## src/rtl/booth_mult_ctrl.sv

```systemverilog
// Radix-2 Booth multiply sequencer: accepts one MULT/MULTU and returns HI/LO WIDTH+2 cycles after the handshake.
// No output backpressure; req_ready is low while busy or flushing, and the requester holds req_valid until accepted.
module booth_mult_ctrl #(
  parameter int WIDTH = 32
) (
  input  logic             clk,
  input  logic             reset,
  input  logic             req_valid,
  output logic             req_ready,
  input  logic             req_signed,
  input  logic [WIDTH-1:0] req_a,
  input  logic [WIDTH-1:0] req_b,
  input  logic             flush,
  output logic             busy,
  output logic             resp_valid,
  output logic [WIDTH-1:0] resp_hi,
  output logic [WIDTH-1:0] resp_lo
);

  localparam int RW = WIDTH + 1;
  localparam int CW = $clog2(WIDTH + 2);

  typedef enum logic [1:0] {
    IDLE = 2'd0,
    RUN  = 2'd1,
    DONE = 2'd2
  } state_t;

  // Booth shift register: accumulator, multiplier and the appended q_1 bit.
  typedef struct packed {
    logic [RW-1:0] a;
    logic [RW-1:0] q;
    logic          q_1;
  } booth_t;

  state_t        state;
  state_t        state_nxt;
  booth_t        acc;
  booth_t        acc_step;
  logic [RW-1:0] m_reg;
  logic [RW-1:0] sum;
  logic [CW-1:0] count;
  logic          accept;
  logic          last_step;

  // One extra bit keeps -M representable for every operand, signed or not.
  function automatic logic [RW-1:0] ext(input logic [WIDTH-1:0] v, input logic sgn);
    return {sgn & v[WIDTH-1], v};
  endfunction

  assign accept    = req_valid && req_ready;
  assign last_step = (count == CW'(1));

  always_ff @(posedge clk) begin
    if (reset) begin
      state <= IDLE;
    end else begin
      state <= state_nxt;
    end
  end

  always_comb begin
    state_nxt  = state;
    req_ready  = 1'b0;
    busy       = 1'b1;
    resp_valid = 1'b0;
    case (state)
      IDLE: begin
        busy      = 1'b0;
        req_ready = !flush;
        if (req_valid && !flush) begin
          state_nxt = RUN;
        end
      end
      RUN: begin
        if (flush) begin
          state_nxt = IDLE;
        end else if (last_step) begin
          state_nxt = DONE;
        end
      end
      DONE: begin
        resp_valid = !flush && !reset;
        state_nxt  = IDLE;
      end
      default: begin
        state_nxt = IDLE;
      end
    endcase
  end

  // One Booth step: conditional add/sub of M, then arithmetic shift of {A,Q,q_1}.
  always_comb begin
    case ({acc.q[0], acc.q_1})
      2'b01:   sum = acc.a + m_reg;
      2'b10:   sum = acc.a - m_reg;
      default: sum = acc.a;
    endcase
    acc_step.a   = {sum[RW-1], sum[RW-1:1]};
    acc_step.q   = {sum[0], acc.q[RW-1:1]};
    acc_step.q_1 = acc.q[0];
  end

  always_ff @(posedge clk) begin
    if (reset) begin
      acc     <= '0;
      m_reg   <= '0;
      count   <= '0;
      resp_hi <= '0;
      resp_lo <= '0;
    end else if (state == IDLE && accept) begin
      m_reg     <= ext(req_a, req_signed);
      acc.a     <= '0;
      acc.q     <= ext(req_b, req_signed);
      acc.q_1   <= 1'b0;
      count     <= CW'(RW);
    end else if (state == RUN && !flush) begin
      acc   <= acc_step;
      count <= count - CW'(1);
      // Product is the low 2*WIDTH bits of {A,Q} after the final step.
      if (last_step) begin
        resp_hi <= {acc_step.a[WIDTH-2:0], acc_step.q[WIDTH]};
        resp_lo <= acc_step.q[WIDTH-1:0];
      end
    end
  end

endmodule

```

## config.mk

```make
export PLATFORM = sky130hd
export DESIGN_NAME = booth_mult_ctrl
export DESIGN_NICKNAME = d
export VERILOG_FILES = /design/src/rtl/booth_mult_ctrl.sv
export SDC_FILE = /design/constraint.sdc
export NUM_CORES = 1
export LEC_CHECK = 0
export ABC_AREA = 1
export BUFFER_PORTS_ARGS = -buffer_cell sky130_fd_sc_hd__buf_2
export CORE_AREA = 5 5 117 175
export DETAILED_ROUTE_END_ITERATION = 7
export DIE_AREA = 0 0 122 180
export GPL_ROUTABILITY_DRIVEN = 0
export MAX_ROUTING_LAYER = met4
export PLACE_DENSITY = 0.77
export SLEW_MARGIN = 10
export SYNTH_ARGS = -nofsm -noshare
export SYNTH_HDL_FRONTEND = slang
export SYNTH_SLANG_ARGS = --single-unit
```

## constraint.sdc

```tcl
create_clock -name clk -period 3.4 [get_ports clk]
set_input_delay 0.34 -clock clk [delete_from_list [all_inputs] [get_ports clk]]
set_output_delay 0.34 -clock clk [all_outputs]
set_load 0.1 [all_outputs]
```

==> results by group, run 1 <==
Synth
  • Main flop type after synthesis: dfxtp_1
  • Synth top area share: between 30% and 40%
  • FFs w/ async S/R, synth: 0%
  • Unique masters post-synth: 51
  • Dominant cells by area after synthesis: dfxtp_1 34%, nand2_1 14%, inv_1 8.1%
  • Post-synth top cells: 384 x nand2_1, 219 x inv_1, 214 x nor2_1
  • Most numerous cell in the Yosys netlist: nand2_1
  • Avg Cell Area, Syn: 6.50 sq um
  • Number of flops mapped to enable cells by yosys: 0
  • Sequential area share after synthesis: 33.8%
  • Synth Instances: 1559
  • Synth warnings: 0
  • Post-synthesis cell area: 10100 sq um
  • Mapped Nets: 1665
  • Cell taking the most area after synthesis: dfxtp_1
  • #FFs+latches synth: around 170

Critical path
  • WP data required: between 3000 and 4000 ps
  • Peak fanout along the critical path: 3
  • Setup slack, reg-to-reg: 180 ps
  • CP endpoint kind: flip-flop
  • R2R cell count: 22
  • WS Path Type: reg -> reg
  • R2R Path End: resp_hi[31]
  • Arrival @ worst endpoint: 3560 ps
  • Reg2Reg Launch Point: m_reg[2]
  • Setup crit start kind: flip-flop

Floorplan
  • Row cnt: 62
  • Ports: 136
  • Die area: between 20000 and 25000 sq um
  • Die width: 122 microns
  • Placeable Area: roughly 19000 sq um
  • Starting Density: 53.7%
  • Die extent in y: 180 microns

STA
  • Hold Vio Cnt, Final: 0
  • Worst slew margin: 43.4%
  • Worst Tran Pin Value: between 800 and 900 ps
  • RSZ-0062 raised after global routing: true
  • Slew Viols, Final: 0
  • Minimum clock period: 3220 ps
  • Fmax: 310 MHz
  • Final worst path period share: a little over nine tenths
  • Final hold slack: 145 ps
  • Clk_skew: 11.0 ps
  • Final number of setup-violating endpoints: 0

Global route
  • Vias in the first global route: 9910
  • GRT Total Usage: 26.3%
  • Wire length of the first global-routing pass: 45.8 mm
  • Antenna violations before repair: 1
  • GRT overflow: 0
  • Pin count of the biggest net entering global routing: 76

Placed design
  • Buffers on Ports: 135
  • DP Area: 10900 sq um
  • DP HPWL: roughly 21 mm

Detailed routing
  • Initial DRC count: 521
  • Final wirelength: 28.3 mm
  • Vias post-DR: 10151
  • Post-route ant nets: 0
  • First-pass DRT Iterations: 6
  • Via density: 5.25
  • WL/cell: 14.6 microns
  • Drc violations: 0

Cells and area
  • Final nets: 1770
  • Fin area: about 12000 sq um
  • Max reg flops: 66
  • Fraction of layout cells with a size suffix above 1: ~15%
  • Area grow syn2layout: 14.1%

Pwr
  • PD cells: between 400 and 500 nW/um^2
  • Leakage: 0.00603 uW
  • Peak supply drop: roughly 350 uV

Status
  • Outcome: finished clean

Clocking
  • Htree depth: 4
  • CTS tree: built
  • Clock-pin slew on the worst setup and hold paths: 70 ps
  • CTS buffer count: 17
  • Clk sinks: approximately 170
  • Root Buffer: clkbuf_16
  • Clock latency on the worst-skew pair: 440 ps
  • CTS max path bufs: 2

Min path
  • Hold Path Sink: m_reg[15]
  • Hold path cells: 3
  • Worst Hold Class: in -> reg
  • HP Start: req_a[15]

Job
  • MaxCap Viol Count: 0
==> layout make-up <==
cell class                 instances  area (sq um)
fill                            1823          7290
multi-input combinational       1090          5570
sequential                       171          3420
inverter                         236           888
timing repair buffer             148           773
clock buffer                      18           429
tap                              256           320
clock inverter                    14           151
antenna                            1          2.50
==> metrics by stage <==
step                instances  util, %  power (uW)  setup WS [ps]  setup TNS [ps]
finish                   1934     61.3        5140            178               0
global route             1934     61.3        5350          -62.0            -196
floorplan                1559        -        2960            243               0
CTS                      1929     60.9        5140            158               0
detailed placement       1897     57.8        3230            175               0
global placement         1897     57.8        3210            250               0
==> power breakdown <==
part           switching, uW  internal [uW]  leakage (uW)
logic                    737            350       0.00436
registers               58.3           2070       0.00139
clock network            941            982      0.000274
==> cell families after synthesis <==
family	share of synthesized area, %
AND/OR/NAND/NOR	31.7
XOR/XNOR	3.20
AO/OA/AOI/OAI	14.9
adder cells (fa/ha/maj)	4.65
flip-flops	33.8
buffers and inverters	11.8
==> how the worst max path moves through the flow <==
stage	cells after the start	endpoint	from	slack [ps]
finish	22	resp_hi[31]	m_reg[2]	180
floorplan	3	resp_valid	reset	240
CTS	20	acc[59]	m_reg[0]	160
detailed placement	20	acc[59]	m_reg[0]	170
global route	22	resp_hi[24]	m_reg[2]	-60
global placement	22	resp_hi[29]	m_reg[0]	250
==> metal layers <==
metal	global-route usage (%)	routed length, microns
met1	26.5	10600
met2	47.1	15000
met3	3.93	999
met4	15.8	1660
met5	-	0
==> repair_timing <==
action	CTS	global route
hold buffers	0	0
gates resized for setup	0	10
setup buffers	0	4
setup endpoints to repair	0	19
==> cell usage in the layout (no fill, tap or decap), types with 15 or more instances in the layout <==
master	instances
clkbuf_16	17
nand3_1	90
dfxtp_1	171
inv_2	17
o21ai_0	61
a21oi_1	84
ha_1	35
inv_1	218
xor2_1	33
nor2_1	214
a31o_1	20
nand2_1	383
nand2_2	19
o211ai_1	15
buf_2	135
o21ai_1	40
==> critical path, cell delays in order (launching register included) <==
cell and delay [ps]:
dfxtp_1 320, inv_1 110, nand3_2 100, nor2_2 110, nand4_2 160, inv_2 110
nand3_2 90, nand2_2 90, nand2_1 110, nor2_1 140, xor2_1 270, ha_1 310
buf_4 160, nand2_1 100, nor2_1 70, o21ai_0 190, nand2_1 90, a21oi_2 150
nand3_1 100, nand3_1 120, nand3_1 90, nand2_1 100, inv_1 40
Note: power is estimated with default switching activity, not from simulation.
==> inputs of run 2 (changes only) <==
- PLACE_DENSITY: 0.77 -> 0.87
==> run 2 against run 1 <==
  * Critical path depth is the same
  * Register-to-register slack lost 20 ps
  * Utilization is essentially flat
  * Routed wire length grew 2.1%
  * Non-clock buffer count shrank 3
  * Design area is essentially flat
  * Clock power grew 2%
  * Sequential cell count is the same
  * Critical path type unchanged
==> results by group, run 2 (synthesized netlist as in run 1, its figures left out) <==
STA
  • Hold Vio Cnt, Final: 0 (unchanged)
  • RSZ-0062 raised after global routing: true (unchanged)
  • Final number of setup-violating endpoints: 0 (unchanged)
  • Worst slew margin: 38.0% (was 43.4%)
  • Slew Viols, Final: 0 (unchanged)
  • Clk_skew: 12.9 ps (was 11.0 ps)
  • Fin Setup TNS: 0 ps (unchanged)
  • Minimum clock period: 3240 ps (was 3220 ps)
  • Fmax: 309 MHz (was 310 MHz)
  • Final worst path period share: 95.2% (was 94.8%)
  • Setup ws final: 162 ps (was 178 ps)
  • Worst Tran Pin Value: 928 ps (was 850 ps)

Clocking
  • Clock latency on the worst-skew pair: 440 ps (about the same)
  • Clock-pin slew on the worst setup and hold paths: 70 ps (about the same)
  • Clk sinks: 171 (unchanged)
  • Root Buffer: clkbuf_16 (unchanged)
  • CTS buffer count: 17 (unchanged)
  • Hold-fix buffers, CTS: 0 (unchanged)
  • Htree depth: 4 (unchanged)
  • CTS tree: built (unchanged)
  • CTS max path bufs: 2 (unchanged)

Min path
  • Worst Hold Class: in -> reg (unchanged)
  • Hold path cells: 3 (unchanged)

Detailed routing
  • WL/cell: 15.0 microns (was 14.6 microns)
  • Initial DRC count: 913 (was 521)
  • Post-route ant nets: 0 (unchanged)
  • Final wirelength: 28.9 mm (was 28.3 mm)
  • Via density: 5.44 (was 5.25)
  • First-pass DRT Iterations: 7 (was 6)
  • Drc violations: 0 (unchanged)
  • Vias post-DR: 10506 (was 10151)

Global route
  • GRT overflow: 0 (unchanged)
  • Vias in the first global route: 9855 (was 9910)
  • Wire length of the first global-routing pass: 45.8 mm (about the same)
  • Pin count of the biggest net entering global routing: 74 (was 76)
  • GRT Total Usage: 26.5% (was 26.3%)
  • Antenna violations before repair: 0 (was 1)

Cells and area
  • Most common cell after layout, fill and taps aside: nand2_1 (unchanged)
  • Fraction of layout cells with a size suffix above 1: 15.4% (was 15.3%)
  • Max reg flops: 66 (unchanged)
  • # fillers: 1714 (was 1823)
  • Final nets: 1767 (was 1770)
  • Area grow syn2layout: 14.1% (about the same)
  • N_diodes: 0 (was 1)
  • Most frequent cells in the layout: 382 x nand2_1, 218 x inv_1, 212 x nor2_1 (was 383 x nand2_1, 218 x inv_1, 214 x nor2_1)

Critical path
  • WS Path Type: reg -> reg (unchanged)
  • Peak fanout along the critical path: 5 (was 3)
  • Setup slack, reg-to-reg: 160 ps (was 180 ps)
  • CP endpoint kind: flip-flop (unchanged)
  • Worst Setup EP: acc[62] (was resp_hi[31])
  • Arrival @ worst endpoint: 3570 ps (was 3560 ps)
  • R2R Path End: acc[62] (was resp_hi[31])
  • R2R cell count: 22 (unchanged)
  • WP data required: 3730 ps (was 3740 ps)
  • Crit. Startpoint: m_reg[0] (was m_reg[2])
  • Reg2Reg Launch Point: m_reg[0] (was m_reg[2])
  • Setup crit start kind: flip-flop (unchanged)

Floorplan
  • Die area: 22000 sq um (unchanged)
  • Ports: 136 (unchanged)
  • Starting Density: 53.7% (unchanged)
  • Placeable Area: 18900 sq um (unchanged)
  • Die extent in y: 180 microns (unchanged)
  • Row cnt: 62 (unchanged)
  • Die width: 122 microns (unchanged)

Pwr
  • PD cells: 448 nW/um^2 (was 444 nW/um^2)
  • Peak supply drop: 376 uV (was 351 uV)
  • Leakage: 0.00601 uW (was 0.00603 uW)

Status
  • Outcome: finished clean (unchanged)

Placed design
  • DP HPWL: 21.0 mm (was 20.6 mm)
  • Buffers on Ports: 135 (unchanged)
  • Pre-CTS WS: 131 ps (was 175 ps)

Job
  • MaxCap Viol Count: 0 (unchanged)
run 2: worst min path at each step:
stage	from	endpoint
floorplan	reset	state[1]
finish	req_a[15]	m_reg[15]
detailed placement	resp_hi[1]	resp_hi[1]
global placement	acc[0]	acc[0]
CTS	req_a[19]	m_reg[19]
global route	req_a[24]	m_reg[24]
run 2: layout make-up:
type                            instances  area, sq um  area share (%)
Multi-Input combinational cell       1090         5590            48.4
Sequential cell                       171         3420            29.6
Inverter                              236          888            7.68
Timing Repair Buffer                  145          751            6.49
Clock buffer                           19          433            3.75
Tap cell                              256          320            2.77
Clock inverter                         13          151            1.31
run 2: metrics by stage:
step | util, % | instance area, sq um | hold slack (ps) | power, uW | instances
after global routing | 61.3 | 11600 | 138 | 5400 | 1930
final | 61.3 | 11600 | 151 | 5180 | 1930
after CTS | 60.8 | 11500 | 138 | 5170 | 1928
after detailed placement | 57.7 | 10900 | 468 | 3220 | 1896
after floorplan | - | 10100 | 437 | 2960 | 1559
after global placement | 57.7 | 10900 | 450 | 3190 | 1896
run 2: critical path: stages, from the launching register on:
cell and delay, ps:
dfxtp_1 330, inv_2 80, ha_2 190, nand2_2 80, nor2_4 110, nand2_2 60
inv_2 70, nand3_2 70, nand2_2 90, o21ai_2 100, a21oi_4 220, o21ai_2 90
xor2_1 160, ha_1 370, a21o_1 240, a21oi_2 140, nand2_1 80, a21oi_2 190
nand3_1 120, nand3_2 100, nand3_1 90, nand2_1 100, inv_1 40
run 2: where the power goes:
group	internal [uW]	total, uW	switching (uW)	leakage [uW]
Sequential	2070	2130	59.4	0.00139
Clock	1050	1960	915	0.000277
Combinational	348	1090	742	0.00435
Total	3460	5180	1720	0.00601
run 2: timing repair:
action	4_1_cts	5_1_grt
setup endpoints to repair	0	28
buffers inserted	0	2
resized for setup	0	17
run 2: per-layer routing:
metal  vias to the layer above  share of wire (%)  global-route usage [%]
li1                       5122                  -                       -
met1                      4774                 35                    26.2
met2                       459                 52                    45.6
met3                       151                5.8                    5.72
met4                         0                6.8                    17.8
met5                         -                  0                       -
